<file path="config.mk">
export PLATFORM = sky130hd
export DESIGN_NAME = class_bbox_accum
export DESIGN_NICKNAME = d
export VERILOG_FILES = /design/src/rtl/vision_pkg.sv /design/src/rtl/class_acc_slot.sv /design/src/rtl/class_bbox_accum.sv
export SDC_FILE = /design/constraint.sdc
export NUM_CORES = 1
export LEC_CHECK = 0
export CELL_PAD_IN_SITES_DETAIL_PLACEMENT = 0
export CELL_PAD_IN_SITES_GLOBAL_PLACEMENT = 1
export CORE_AREA = 2 2 304 306
export DETAILED_ROUTE_END_ITERATION = 12
export DIE_AREA = 0 0 306 308
export MAX_ROUTING_LAYER = met4
export PLACE_DENSITY_LB_ADDON = 0.1
export SKIP_CTS_REPAIR_TIMING = 1
export SLEW_MARGIN = 20
export SYNTH_ARGS = -nofsm -noshare
export SYNTH_HDL_FRONTEND = slang
export SYNTH_SLANG_ARGS = --single-unit
</file>
<file path="constraint.sdc">
create_clock -name clk -period 6.28 [get_ports clk]
set_input_delay 0.942 -clock clk [delete_from_list [all_inputs] [get_ports clk]]
set_output_delay 0.942 -clock clk [all_outputs]
set_load 0.02 [all_outputs]
</file>
<file path="src/rtl/vision_pkg.sv">
// Shared types and constants for the per-class bounding-box accumulator.
package vision_pkg;

    localparam int unsigned CLASS_W = 3;
    localparam int unsigned X_W     = 11;
    localparam int unsigned Y_W     = 10;
    localparam int unsigned CNT_W   = 20;
    localparam int unsigned ST_W    = 2;

    typedef logic [CLASS_W-1:0] class_t;

    localparam class_t CLASS_BG = 3'd0;

    localparam logic [ST_W-1:0] ST_IDLE  = 2'd0;
    localparam logic [ST_W-1:0] ST_ACCUM = 2'd1;
    localparam logic [ST_W-1:0] ST_DUMP  = 2'd2;

    typedef struct packed {
        logic             found;
        logic [X_W-1:0]   xmin;
        logic [X_W-1:0]   xmax;
        logic [Y_W-1:0]   ymin;
        logic [Y_W-1:0]   ymax;
        logic [CNT_W-1:0] count;
    } bbox_rec_t;

    // Saturating pixel-count increment.
    function automatic logic [CNT_W-1:0] sat_inc(input logic [CNT_W-1:0] v);
        return (v == '1) ? v : v + CNT_W'(1);
    endfunction

endpackage

</file>
<file path="src/rtl/class_acc_slot.sv">
// One class's bounding box and pixel count; clr+upd together starts a fresh frame with this pixel.
module class_acc_slot
    import vision_pkg::*;
(
    input  logic             clk,
    input  logic             rst,
    input  logic             clr,
    input  logic             upd,
    input  logic [X_W-1:0]   x,
    input  logic [Y_W-1:0]   y,
    output bbox_rec_t        rec
);

    logic             seen_q;
    logic [X_W-1:0]   xmin_q;
    logic [X_W-1:0]   xmax_q;
    logic [Y_W-1:0]   ymin_q;
    logic [Y_W-1:0]   ymax_q;
    logic [CNT_W-1:0] cnt_q;

    // First pixel after a clear loads the box; later pixels widen it.
    always_ff @(posedge clk) begin
        if (rst) begin
            seen_q <= 1'b0;
            xmin_q <= '0;
            xmax_q <= '0;
            ymin_q <= '0;
            ymax_q <= '0;
            cnt_q  <= '0;
        end else if (upd) begin
            seen_q <= 1'b1;
            if (clr || !seen_q) begin
                xmin_q <= x;
                xmax_q <= x;
                ymin_q <= y;
                ymax_q <= y;
                cnt_q  <= CNT_W'(1);
            end else begin
                if (x < xmin_q) xmin_q <= x;
                if (x > xmax_q) xmax_q <= x;
                if (y < ymin_q) ymin_q <= y;
                if (y > ymax_q) ymax_q <= y;
                cnt_q <= sat_inc(cnt_q);
            end
        end else if (clr) begin
            seen_q <= 1'b0;
            xmin_q <= '0;
            xmax_q <= '0;
            ymin_q <= '0;
            ymax_q <= '0;
            cnt_q  <= '0;
        end
    end

    always_comb begin
        rec       = '0;
        rec.found = seen_q;
        rec.xmin  = xmin_q;
        rec.xmax  = xmax_q;
        rec.ymin  = ymin_q;
        rec.ymax  = ymax_q;
        rec.count = cnt_q;
    end

endmodule

</file>
<file path="src/rtl/class_bbox_accum.sv">
// Per-class bounding box / pixel count over a raster frame; one result record per class after end of frame.
module class_bbox_accum
    import vision_pkg::*;
#(
    parameter int unsigned IMAGE_W     = 640,
    parameter int unsigned IMAGE_H     = 480,
    parameter int unsigned NUM_CLASSES = 6,
    parameter int unsigned MIN_COUNT   = 16
)
(
    input  logic               clk,
    input  logic               rst,
    input  logic               in_valid,
    output logic               in_ready,
    input  logic               in_sop,
    input  logic               in_eop,
    input  logic [CLASS_W-1:0] in_class,
    output logic               res_valid,
    input  logic               res_ready,
    output logic               res_last,
    output logic [CLASS_W-1:0] res_class,
    output logic               res_found,
    output logic [X_W-1:0]     res_xmin,
    output logic [X_W-1:0]     res_xmax,
    output logic [Y_W-1:0]     res_ymin,
    output logic [Y_W-1:0]     res_ymax,
    output logic [CNT_W-1:0]   res_count
);

    logic [ST_W-1:0]    state_q, state_d;
    logic [X_W-1:0]     x_q, x_d;
    logic [Y_W-1:0]     y_q, y_d;
    logic [CLASS_W-1:0] k_q, k_d;
    logic               in_ready_d;
    logic               res_valid_d;
    logic               res_last_d;
    logic [CLASS_W-1:0] res_class_d;
    bbox_rec_t          res_q, res_d;

    logic                   beat_c;
    logic                   acc_beat_c;
    logic                   clr_c;
    logic [X_W-1:0]         cx_c;
    logic [Y_W-1:0]         cy_c;
    logic [NUM_CLASSES-1:0] upd_c;
    bbox_rec_t              recs [NUM_CLASSES];
    bbox_rec_t              rec_sel_c;
    bbox_rec_t              rec_out_c;

    assign beat_c     = in_valid && in_ready;
    assign acc_beat_c = beat_c && (in_sop || (state_q == ST_ACCUM));
    assign clr_c      = beat_c && in_sop;
    assign cx_c       = in_sop ? '0 : x_q;
    assign cy_c       = in_sop ? '0 : y_q;

    // Slot g tracks class g+1; background and out-of-range classes match no slot.
    for (genvar g = 0; g < int'(NUM_CLASSES); g++) begin : g_slot
        assign upd_c[g] = acc_beat_c && (in_class != CLASS_BG) && (in_class == CLASS_W'(g + 1));

        class_acc_slot u_slot (
            .clk (clk),
            .rst (rst),
            .clr (clr_c),
            .upd (upd_c[g]),
            .x   (cx_c),
            .y   (cy_c),
            .rec (recs[g])
        );
    end

    // Record for class k_q, bbox zeroed when below the reporting threshold.
    always_comb begin
        rec_sel_c = '0;
        for (int i = 0; i < int'(NUM_CLASSES); i++) begin
            if (k_q == CLASS_W'(i + 1)) rec_sel_c = recs[i];
        end
        rec_out_c       = '0;
        rec_out_c.count = rec_sel_c.count;
        if (rec_sel_c.found && (rec_sel_c.count >= CNT_W'(MIN_COUNT))) begin
            rec_out_c       = rec_sel_c;
            rec_out_c.found = 1'b1;
        end
    end

    always_ff @(posedge clk) begin
        if (rst) begin
            state_q   <= ST_IDLE;
            x_q       <= '0;
            y_q       <= '0;
            k_q       <= CLASS_W'(1);
            in_ready  <= 1'b1;
            res_valid <= 1'b0;
            res_last  <= 1'b0;
            res_class <= '0;
            res_q     <= '0;
        end else begin
            state_q   <= state_d;
            x_q       <= x_d;
            y_q       <= y_d;
            k_q       <= k_d;
            in_ready  <= in_ready_d;
            res_valid <= res_valid_d;
            res_last  <= res_last_d;
            res_class <= res_class_d;
            res_q     <= res_d;
        end
    end

    always_comb begin
        state_d     = state_q;
        x_d         = x_q;
        y_d         = y_q;
        k_d         = k_q;
        in_ready_d  = in_ready;
        res_valid_d = res_valid;
        res_last_d  = res_last;
        res_class_d = res_class;
        res_d       = res_q;

        case (state_q)
            ST_IDLE, ST_ACCUM: begin
                if (acc_beat_c) begin
                    if (cx_c == X_W'(IMAGE_W - 1)) begin
                        x_d = '0;
                        y_d = (cy_c == Y_W'(IMAGE_H - 1)) ? cy_c : cy_c + Y_W'(1);
                    end else begin
                        x_d = cx_c + X_W'(1);
                        y_d = cy_c;
                    end
                    if (in_eop) begin
                        state_d    = ST_DUMP;
                        in_ready_d = 1'b0;
                        k_d        = CLASS_W'(1);
                    end else begin
                        state_d = ST_ACCUM;
                    end
                end
            end
            ST_DUMP: begin
                if (res_valid && res_ready && res_last) begin
                    state_d     = ST_IDLE;
                    in_ready_d  = 1'b1;
                    res_valid_d = 1'b0;
                    res_last_d  = 1'b0;
                    res_class_d = '0;
                    res_d       = '0;
                end else if (!res_valid || res_ready) begin
                    // Empty or just handshaken: register the next record.
                    res_valid_d = 1'b1;
                    res_last_d  = (k_q == CLASS_W'(NUM_CLASSES));
                    res_class_d = k_q;
                    res_d       = rec_out_c;
                    k_d         = k_q + CLASS_W'(1);
                end
            end
            default: begin
                state_d     = ST_IDLE;
                in_ready_d  = 1'b1;
                res_valid_d = 1'b0;
                res_last_d  = 1'b0;
            end
        endcase
    end

    assign res_found = res_q.found;
    assign res_xmin  = res_q.xmin;
    assign res_xmax  = res_q.xmax;
    assign res_ymin  = res_q.ymin;
    assign res_ymax  = res_q.ymax;
    assign res_count = res_q.count;

endmodule

</file>
==> run_summary.xml, run 1 <==
<?xml version="1.0" encoding="UTF-8"?>
<metrics>
  <group name="worst_setup_path">
    <metric name="slowest_delay" unit="ns">0.60</metric>
    <metric name="critical_path.max_fanout" unit="">33</metric>
    <metric name="worst-r2r-setup-slack" unit="ns">2.02</metric>
    <metric name="worstPathRequired" unit="ns">6.86</metric>
    <metric name="worst_path_max_delay_cell" unit="">sky130_fd_sc_hd__clkdlybuf4s50_1</metric>
    <metric name="worst-path-buf-inv" unit="">3</metric>
    <metric name="critPathCaptureType" unit="">register</metric>
    <metric name="reg_to_reg_start" unit="">k_q[2]$_SDFFE_PP0P_</metric>
    <metric name="critPathKind" unit="">primary input to register</metric>
    <metric name="timing.critical_path.cells" unit="">clkdlybuf4s50_1, buf_4, nor2b_2, buf_4, ha_1, o21ai_0, a221oi_1, a221oi_1, a21oi_1, nor2_1, a22o_1</metric>
    <metric name="rr_endpoint" unit="">res_xmin[0]$_SDFFE_PP0P_</metric>
    <metric name="crit_arrival" unit="ns">4.85</metric>
    <metric name="top_family_by_delay_on_critical_path" unit="">buffers and inverters</metric>
    <metric name="worst-r2r-cell-count" unit="">12</metric>
    <metric name="worstSetupStartpointType" unit="">primary input</metric>
  </group>
  <group name="clocking">
    <metric name="cts.sinks" unit="">473</metric>
    <metric name="root_buffer" unit="">sky130_fd_sc_hd__clkbuf_16</metric>
    <metric name="tritoncts" unit="">done</metric>
    <metric name="clock_latency_reported_for_the_late_side_of_the_worst_skew_pair" unit="ns">0.65</metric>
    <metric name="h-tree-depth" unit="">2</metric>
    <metric name="clk_pin_slew" unit="ns">0.06</metric>
    <metric name="max-clock-path-buffers" unit="">3</metric>
    <metric name="tritoncts.num_buffers" unit="">60</metric>
  </group>
  <group name="pwr">
    <metric name="cellLeakagePower" unit="nW">11.6</metric>
    <metric name="power-per-cell-area" unit="nW/um^2">226</metric>
    <metric name="totalPowerFinal" unit="mW">7.02</metric>
    <metric name="power.ir.vdd_worst" unit="V">0.000220</metric>
  </group>
  <group name="route">
    <metric name="drt_pre_antenna_iters" unit="">6</metric>
    <metric name="dr_wl_met3" unit="mm">6.07</metric>
    <metric name="drtAntennaViolNets" unit="">0</metric>
    <metric name="drc_errors" unit="">0</metric>
    <metric name="wl_per_cell" unit="um">24.7</metric>
    <metric name="vias_per_cell" unit="">5.62</metric>
    <metric name="detail_route.wirelength.met1" unit="mm">50.6</metric>
    <metric name="wl_met2" unit="mm">48.9</metric>
    <metric name="top_signal_layer_used" unit="">met4</metric>
    <metric name="initialDrtViolationCount" unit="">2119</metric>
    <metric name="detail_route.wirelength" unit="mm">108</metric>
    <metric name="detailroute.via_count" unit="">24600</metric>
  </group>
  <group name="global_route">
    <metric name="grt_start_max_net_pins" unit="">62</metric>
    <metric name="total_global_routing_overflow" unit="">0</metric>
    <metric name="global_route_wire_length_before_repair" unit="mm">161</metric>
    <metric name="grt_pass1_vias" unit="">24200</metric>
    <metric name="grt_antenna_before_repair" unit="">4</metric>
    <metric name="grtUsageTotal" unit="">0.233</metric>
  </group>
  <group name="placement">
    <metric name="dp.final_hpwl" unit="mm">75.8</metric>
    <metric name="placement.io_buffers" unit="">77</metric>
    <metric name="globalplace.congestion" unit="">0.857</metric>
    <metric name="placed_cells_incl_taps" unit="">4272</metric>
  </group>
  <group name="timing">
    <metric name="fin_crit_sh" unit="">0.681</metric>
    <metric name="worst_hold_slack" unit="ns">0.458</metric>
    <metric name="grt_setup_unrepaired" unit="">no</metric>
    <metric name="worst_slew_pin_slew" unit="ns">1.10</metric>
    <metric name="timing.final.max_slew_violations" unit="">0</metric>
    <metric name="fmax" unit="GHz">0.234</metric>
    <metric name="timing.final.setup_violations" unit="">0</metric>
    <metric name="headroom_to_the_max_slew_limit" unit="">0.266</metric>
    <metric name="setup-tns-final" unit="ns">0</metric>
    <metric name="min_cycle_time_layout" unit="ns">4.28</metric>
    <metric name="timing.final.hold_violations" unit="">0</metric>
    <metric name="finalClockSkew" unit="ns">0.0291</metric>
  </group>
  <group name="floorplanning">
    <metric name="ioPinCount" unit="">78</metric>
    <metric name="design.core.area" unit="sq um">91000</metric>
    <metric name="die-height" unit="um">308</metric>
    <metric name="die-area" unit="sq um">94200</metric>
    <metric name="dieWidth" unit="um">306</metric>
    <metric name="rows" unit="">111</metric>
    <metric name="start_util" unit="">0.297</metric>
  </group>
  <group name="worst_hold_path">
    <metric name="hold_path.class" unit="">register to register</metric>
    <metric name="worstHoldPathCells" unit="">1</metric>
    <metric name="hold-path-endpoint" unit="">res_found$_SDFFE_PP0P_</metric>
    <metric name="hp-start" unit="">res_found$_SDFFE_PP0P_</metric>
  </group>
  <group name="logic_synthesis">
    <metric name="yosysTopAreaCellShare" unit="">0.351</metric>
    <metric name="ys_warn_count" unit="">0</metric>
    <metric name="synth_commonest_cells" unit="">473 x sky130_fd_sc_hd__dfxtp_1, 259 x sky130_fd_sc_hd__inv_1, 253 x sky130_fd_sc_hd__ha_1</metric>
    <metric name="syn_area_per_cell" unit="sq um">8.62</metric>
    <metric name="gate_count_of_the_mapped_netlist" unit="">3132</metric>
    <metric name="synthDominantAreaCellType" unit="">sky130_fd_sc_hd__dfxtp_1</metric>
    <metric name="synthArstFlopShare" unit="">0</metric>
    <metric name="synth_edf_count" unit="">0</metric>
    <metric name="synthesis.area" unit="sq um">27000</metric>
    <metric name="post_synth_main_area_contributors" unit="">sky130_fd_sc_hd__dfxtp_1 35%, sky130_fd_sc_hd__ha_1 12%, sky130_fd_sc_hd__a22o_1 7.8%, sky130_fd_sc_hd__a21oi_1 4.3%, sky130_fd_sc_hd__inv_1 3.6%</metric>
    <metric name="mappedNetlistNets" unit="">3394</metric>
    <metric name="synth_ff_type" unit="">sky130_fd_sc_hd__dfxtp_1</metric>
    <metric name="synth-seq-area-share" unit="">0.351</metric>
    <metric name="post-synth-top-count-cell" unit="">sky130_fd_sc_hd__dfxtp_1</metric>
    <metric name="ys_types" unit="">92</metric>
    <metric name="yosys_register_bits" unit="">473</metric>
  </group>
  <group name="layout">
    <metric name="final_nets" unit="">3410</metric>
    <metric name="nFillCells" unit="">9484</metric>
    <metric name="flow.area_growth_from_synthesis" unit="%">15.1</metric>
    <metric name="utilization" unit="">0.342</metric>
    <metric name="fin_cells" unit="">4382</metric>
    <metric name="final_layout_size_suffix_gt1_frac" unit="">0.0710</metric>
  </group>
  <group name="run">
    <metric name="max_cap_viol_count" unit="">0</metric>
  </group>
  <group name="run_status">
    <metric name="outcome" unit="">finished, final reports clean</metric>
  </group>
</metrics>
==> worst register-to-register path: stages, from the launching register on <==
cell and delay (ns):
sky130_fd_sc_hd__dfxtp_1 0.31, sky130_fd_sc_hd__buf_4 0.35, sky130_fd_sc_hd__inv_1 0.18, sky130_fd_sc_hd__ha_4 0.28, sky130_fd_sc_hd__inv_2 0.58, sky130_fd_sc_hd__o41ai_2 0.12, sky130_fd_sc_hd__buf_4 0.22, sky130_fd_sc_hd__a222oi_1 0.58
sky130_fd_sc_hd__nand4_1 0.22, sky130_fd_sc_hd__nor4_2 0.52, sky130_fd_sc_hd__nor2_4 0.29, sky130_fd_sc_hd__buf_4 0.31, sky130_fd_sc_hd__a22o_1 0.22
==> area by class of cell <==
type / count / area (sq um) / area share
inverters: 260 / 976 / 0.0314
clock buffers: 92 / 1820 / 0.0586
multi-input cells: 2205 / 15800 / 0.508
diodes: 1 / 2.50 / 0.0000805
repair buffers: 148 / 1300 / 0.0418
clock inverters: 17 / 255 / 0.00821
flip-flops and latches: 473 / 9470 / 0.304
well taps: 1186 / 1480 / 0.0477
==> metrics by stage <==
step	cell area, sq um	setup slack [ns]
6_report	31100	2.00
3_3_place_gp	29000	1.39
3_5_place_dp	29000	1.32
2_1_floorplan	27000	2.26
5_1_grt	31100	1.72
4_1_cts	31100	1.84
==> worst max-delay path by stage <==
stage / slack [ns] / startpoint / depth (start not counted) / end
finish: 2.00 / in_sop / 11 / g_slot[4].u_slot.ymin_q[6]$_SDFFE_PP0P_
CTS: 1.84 / k_q[2]$_SDFFE_PP0P_ / 12 / res_xmin[6]$_SDFFE_PP0P_
floorplan: 2.26 / in_sop / 12 / g_slot[4].u_slot.xmax_q[0]$_SDFFE_PP0P_
global route: 1.72 / k_q[2]$_SDFFE_PP0P_ / 12 / res_xmin[0]$_SDFFE_PP0P_
detailed placement: 1.32 / in_sop / 10 / g_slot[1].u_slot.xmin_q[1]$_SDFFE_PP0P_
global placement: 1.39 / in_sop / 10 / g_slot[1].u_slot.xmin_q[3]$_SDFFE_PP0P_
==> power by group <==
part / internal [mW] / switching, mW / total [mW]
clock: 2.22 / 1.44 / 3.67
sequential: 3.01 / 0.00935 / 3.02
combinational: 0.0748 / 0.263 / 0.338
==> kinds of logic after synthesis <==
| family | count (synthesis) | synth area share |
|---|---|---|
| AO/OA/AOI/OAI | 1059 | 0.286 |
| XOR/XNOR | 77 | 0.0250 |
| adder cells (fa/ha/maj) | 253 | 0.117 |
| buffers and inverters | 454 | 0.0676 |
| flip-flops | 473 | 0.351 |
| multiplexers | 2 | 0.000788 |
| AND/OR/NAND/NOR | 814 | 0.153 |
==> flip-flops by register name (all words and copies together), names as in the netlist, 11 cells and up <==
name and count:
g_slot.u_slot.cnt_q 120, g_slot.u_slot.xmax_q 66, g_slot.u_slot.xmin_q 66, g_slot.u_slot.ymax_q 60, g_slot.u_slot.ymin_q 60, res_count 20, res_xmax 11, res_xmin 11
x_q 11
==> cells in the final DEF (no fill, tap or decap), types with 41 or more instances in the layout <==
master and count:
sky130_fd_sc_hd__a22oi_1 48, sky130_fd_sc_hd__buf_4 72, sky130_fd_sc_hd__a22o_1 241, sky130_fd_sc_hd__nor3_1 52, sky130_fd_sc_hd__ha_1 250, sky130_fd_sc_hd__clkdlybuf4s50_1 76, sky130_fd_sc_hd__o22ai_1 50, sky130_fd_sc_hd__xor2_1 48
sky130_fd_sc_hd__a221o_1 41, sky130_fd_sc_hd__a21oi_1 232, sky130_fd_sc_hd__nand2_1 192, sky130_fd_sc_hd__inv_1 259, sky130_fd_sc_hd__nand3_1 77, sky130_fd_sc_hd__a21o_1 41, sky130_fd_sc_hd__clkbuf_16 60, sky130_fd_sc_hd__nor2_1 200
sky130_fd_sc_hd__dfxtp_1 473, sky130_fd_sc_hd__and2_1 41, sky130_fd_sc_hd__nand4_1 72, sky130_fd_sc_hd__o21ai_0 115
==> metal layers <==
metal	GRT usage	vias to the layer above
li1	-	11700
met1	0.313	12100
met2	0.366	717
met3	0.0337	163
met4	0.0630	0
met5	-	-
No activity file was read; power rests on OpenSTA's default activity.
==> run 2: changes to the inputs <==
- clock period: 6.28 -> 4.1 ns (I/O delays scaled with it)
==> run 2 against run 1 <==
  * Clock skew fell by 0.0044 ns
  * Sequential power rose by 53%
  * Clock-buffer cell count decreased by 8
  * Cell area grew 1.9%
==> run_summary.xml, run 2 (synthesized netlist as in run 1, its figures left out) <==
<?xml version="1.0" encoding="UTF-8"?>
<metrics>
  <group name="run_status">
    <metric name="outcome" unit="">finished, final reports clean</metric>
  </group>
  <group name="worst_setup_path">
    <metric name="critPathKind" unit="">register to register</metric>
    <metric name="worstPathRequired" unit="ns">4.63</metric>
    <metric name="crit_arrival" unit="ns">4.26</metric>
    <metric name="worst-r2r-setup-slack" unit="ns">0.37</metric>
    <metric name="critPathCaptureType" unit="">register</metric>
    <metric name="worstSetupStartpointType" unit="">register</metric>
    <metric name="critical_path.max_fanout" unit="">26</metric>
  </group>
  <group name="floorplanning">
    <metric name="rows" unit="">111</metric>
    <metric name="design.core.area" unit="sq um">91000</metric>
    <metric name="dieWidth" unit="um">306</metric>
    <metric name="die-height" unit="um">308</metric>
    <metric name="die-area" unit="sq um">94200</metric>
    <metric name="ioPinCount" unit="">78</metric>
    <metric name="start_util" unit="">0.297</metric>
  </group>
  <group name="layout">
    <metric name="top_regs" unit="">g_slot.u_slot.cnt_q: 120 flops, g_slot.u_slot.xmax_q: 66 flops, g_slot.u_slot.xmin_q: 66 flops</metric>
    <metric name="utilization" unit="">0.349</metric>
    <metric name="max_flop_register" unit="">g_slot.u_slot.cnt_q</metric>
    <metric name="stdcell_area" unit="sq um">31700</metric>
    <metric name="final_layout_size_suffix_gt1_frac" unit="">0.0882</metric>
    <metric name="largest_register_ff_count" unit="">120</metric>
    <metric name="layout.cells.most_common_list" unit="">473 x sky130_fd_sc_hd__dfxtp_1, 259 x sky130_fd_sc_hd__inv_1, 251 x sky130_fd_sc_hd__ha_1, 241 x sky130_fd_sc_hd__a22o_1, 232 x sky130_fd_sc_hd__a21oi_1</metric>
    <metric name="seqCellArea" unit="sq um">9470</metric>
    <metric name="multiInputGateArea" unit="sq um">15800</metric>
    <metric name="flow.area_growth_from_synthesis" unit="%">17.4</metric>
    <metric name="final_nets" unit="">3466</metric>
    <metric name="nFillCells" unit="">9331</metric>
    <metric name="final_common_cell" unit="">sky130_fd_sc_hd__dfxtp_1</metric>
    <metric name="fin_cells" unit="">4443</metric>
  </group>
  <group name="global_route">
    <metric name="grt_pass1_vias" unit="">24100</metric>
    <metric name="global_route_wire_length_before_repair" unit="mm">162</metric>
    <metric name="grt_start_max_net_pins" unit="">89</metric>
    <metric name="total_global_routing_overflow" unit="">0</metric>
    <metric name="grt_antenna_before_repair" unit="">5</metric>
    <metric name="grtUsageTotal" unit="">0.234</metric>
  </group>
  <group name="placement">
    <metric name="dp.final_hpwl" unit="mm">78.4</metric>
    <metric name="placement.io_buffers" unit="">77</metric>
    <metric name="globalplace.congestion" unit="">0.879</metric>
    <metric name="placed_cells_incl_taps" unit="">4327</metric>
    <metric name="dpl_cell_area" unit="sq um">29600</metric>
  </group>
  <group name="worst_hold_path">
    <metric name="hold_path.class" unit="">primary input to register</metric>
  </group>
  <group name="route">
    <metric name="vias_per_cell" unit="">5.58</metric>
    <metric name="wl_per_cell" unit="um">24.6</metric>
    <metric name="initialDrtViolationCount" unit="">1893</metric>
    <metric name="detail_route.wirelength" unit="mm">109</metric>
    <metric name="detailroute.via_count" unit="">24800</metric>
    <metric name="drt_pre_antenna_iters" unit="">7</metric>
    <metric name="drc_errors" unit="">0</metric>
    <metric name="drtAntennaViolNets" unit="">0</metric>
  </group>
  <group name="pwr">
    <metric name="power-per-cell-area" unit="nW/um^2">344</metric>
    <metric name="cellLeakagePower" unit="nW">11.9</metric>
    <metric name="power.ir.vdd_worst" unit="V">0.000353</metric>
  </group>
  <group name="timing">
    <metric name="timing.final.hold_violations" unit="">0</metric>
    <metric name="timing.final.setup_violations" unit="">0</metric>
    <metric name="headroom_to_the_max_slew_limit" unit="">0.258</metric>
    <metric name="worst_hold_slack" unit="ns">0.421</metric>
    <metric name="grt_setup_unrepaired" unit="">no</metric>
    <metric name="min_cycle_time_layout" unit="ns">3.73</metric>
    <metric name="fin_crit_sh" unit="">0.911</metric>
    <metric name="fmax" unit="GHz">0.268</metric>
    <metric name="timing.final.max_slew_violations" unit="">0</metric>
    <metric name="finalClockSkew" unit="ns">0.0247</metric>
    <metric name="setup-tns-final" unit="ns">0</metric>
    <metric name="worst_slew_pin_slew" unit="ns">1.11</metric>
  </group>
  <group name="clocking">
    <metric name="root_buffer" unit="">sky130_fd_sc_hd__clkbuf_16</metric>
    <metric name="cts.sinks" unit="">473</metric>
    <metric name="clock_latency_reported_for_the_late_side_of_the_worst_skew_pair" unit="ns">0.65</metric>
    <metric name="clk_pin_slew" unit="ns">0.06</metric>
    <metric name="tritoncts" unit="">done</metric>
    <metric name="max-clock-path-buffers" unit="">3</metric>
    <metric name="tritoncts.num_buffers" unit="">61</metric>
    <metric name="h-tree-depth" unit="">2</metric>
  </group>
  <group name="run">
    <metric name="max_cap_viol_count" unit="">0</metric>
  </group>
</metrics>
[run 2: power breakdown]
part | switching, mW | internal, mW | leakage (nW)
Sequential | 0.0125 | 4.61 | 3.81
Combinational | 0.414 | 0.139 | 7.06
Clock | 2.29 | 3.43 | 1.03
Total | 2.72 | 8.18 | 11.9
[run 2: per-stage QoR]
step / power [mW] / setup slack, ns
6_report: 10.9 / 0.367
2_1_floorplan: 5.02 / 0.408
3_3_place_gp: 5.26 / -0.131
4_1_cts: 11.0 / 0.406
3_5_place_dp: 5.27 / -0.200
5_1_grt: 11.3 / 0.311
[run 2: path summary, 6_finish.rpt]
| path | start | to | depth (start not counted) |
|---|---|---|---|
| max | k_q[0]$_SDFFE_PP1P_ | res_ymin[2]$_SDFFE_PP0P_ | 11 |
| min | rst | y_q[4]$_SDFFE_PP0P_ | 2 |
| max reg2reg | k_q[0]$_SDFFE_PP1P_ | res_ymin[2]$_SDFFE_PP0P_ | 11 |
| min reg2reg | x_q[1]$_SDFFE_PP0P_ | x_q[1]$_SDFFE_PP0P_ | 2 |
[run 2: per-layer routing]
metal	routed length, um	up-vias	global-route usage	part of all wire
met5	0	-	-	0
met2	47500	790	0.353	0.44
met3	6560	163	0.0380	0.060
li1	-	11800	-	-
met1	51200	12100	0.315	0.47
met4	3880	0	0.0851	0.036
[run 2: worst max-delay path: stages (launching register included)]
cell	delay [ns]
sky130_fd_sc_hd__dfxtp_1	0.34
sky130_fd_sc_hd__ha_1	0.24
sky130_fd_sc_hd__ha_4	0.25
sky130_fd_sc_hd__inv_2	0.35
sky130_fd_sc_hd__o41ai_2	0.09
sky130_fd_sc_hd__buf_4	0.21
sky130_fd_sc_hd__a222oi_1	0.61
sky130_fd_sc_hd__nand4_1	0.19
sky130_fd_sc_hd__nor4_2	0.49
sky130_fd_sc_hd__nor2_4	0.31
sky130_fd_sc_hd__buf_4	0.27
sky130_fd_sc_hd__a22o_1	0.20
[run 2: layout make-up]
cell class / count / area share
Antenna cell: 4 / 0.000316
Clock buffer: 84 / 0.0556
Clock inverter: 28 / 0.0111
Inverter: 260 / 0.0308
Multi-Input combinational cell: 2205 / 0.498
Sequential cell: 473 / 0.299
Tap cell: 1186 / 0.0468
Timing Repair Buffer: 203 / 0.0588
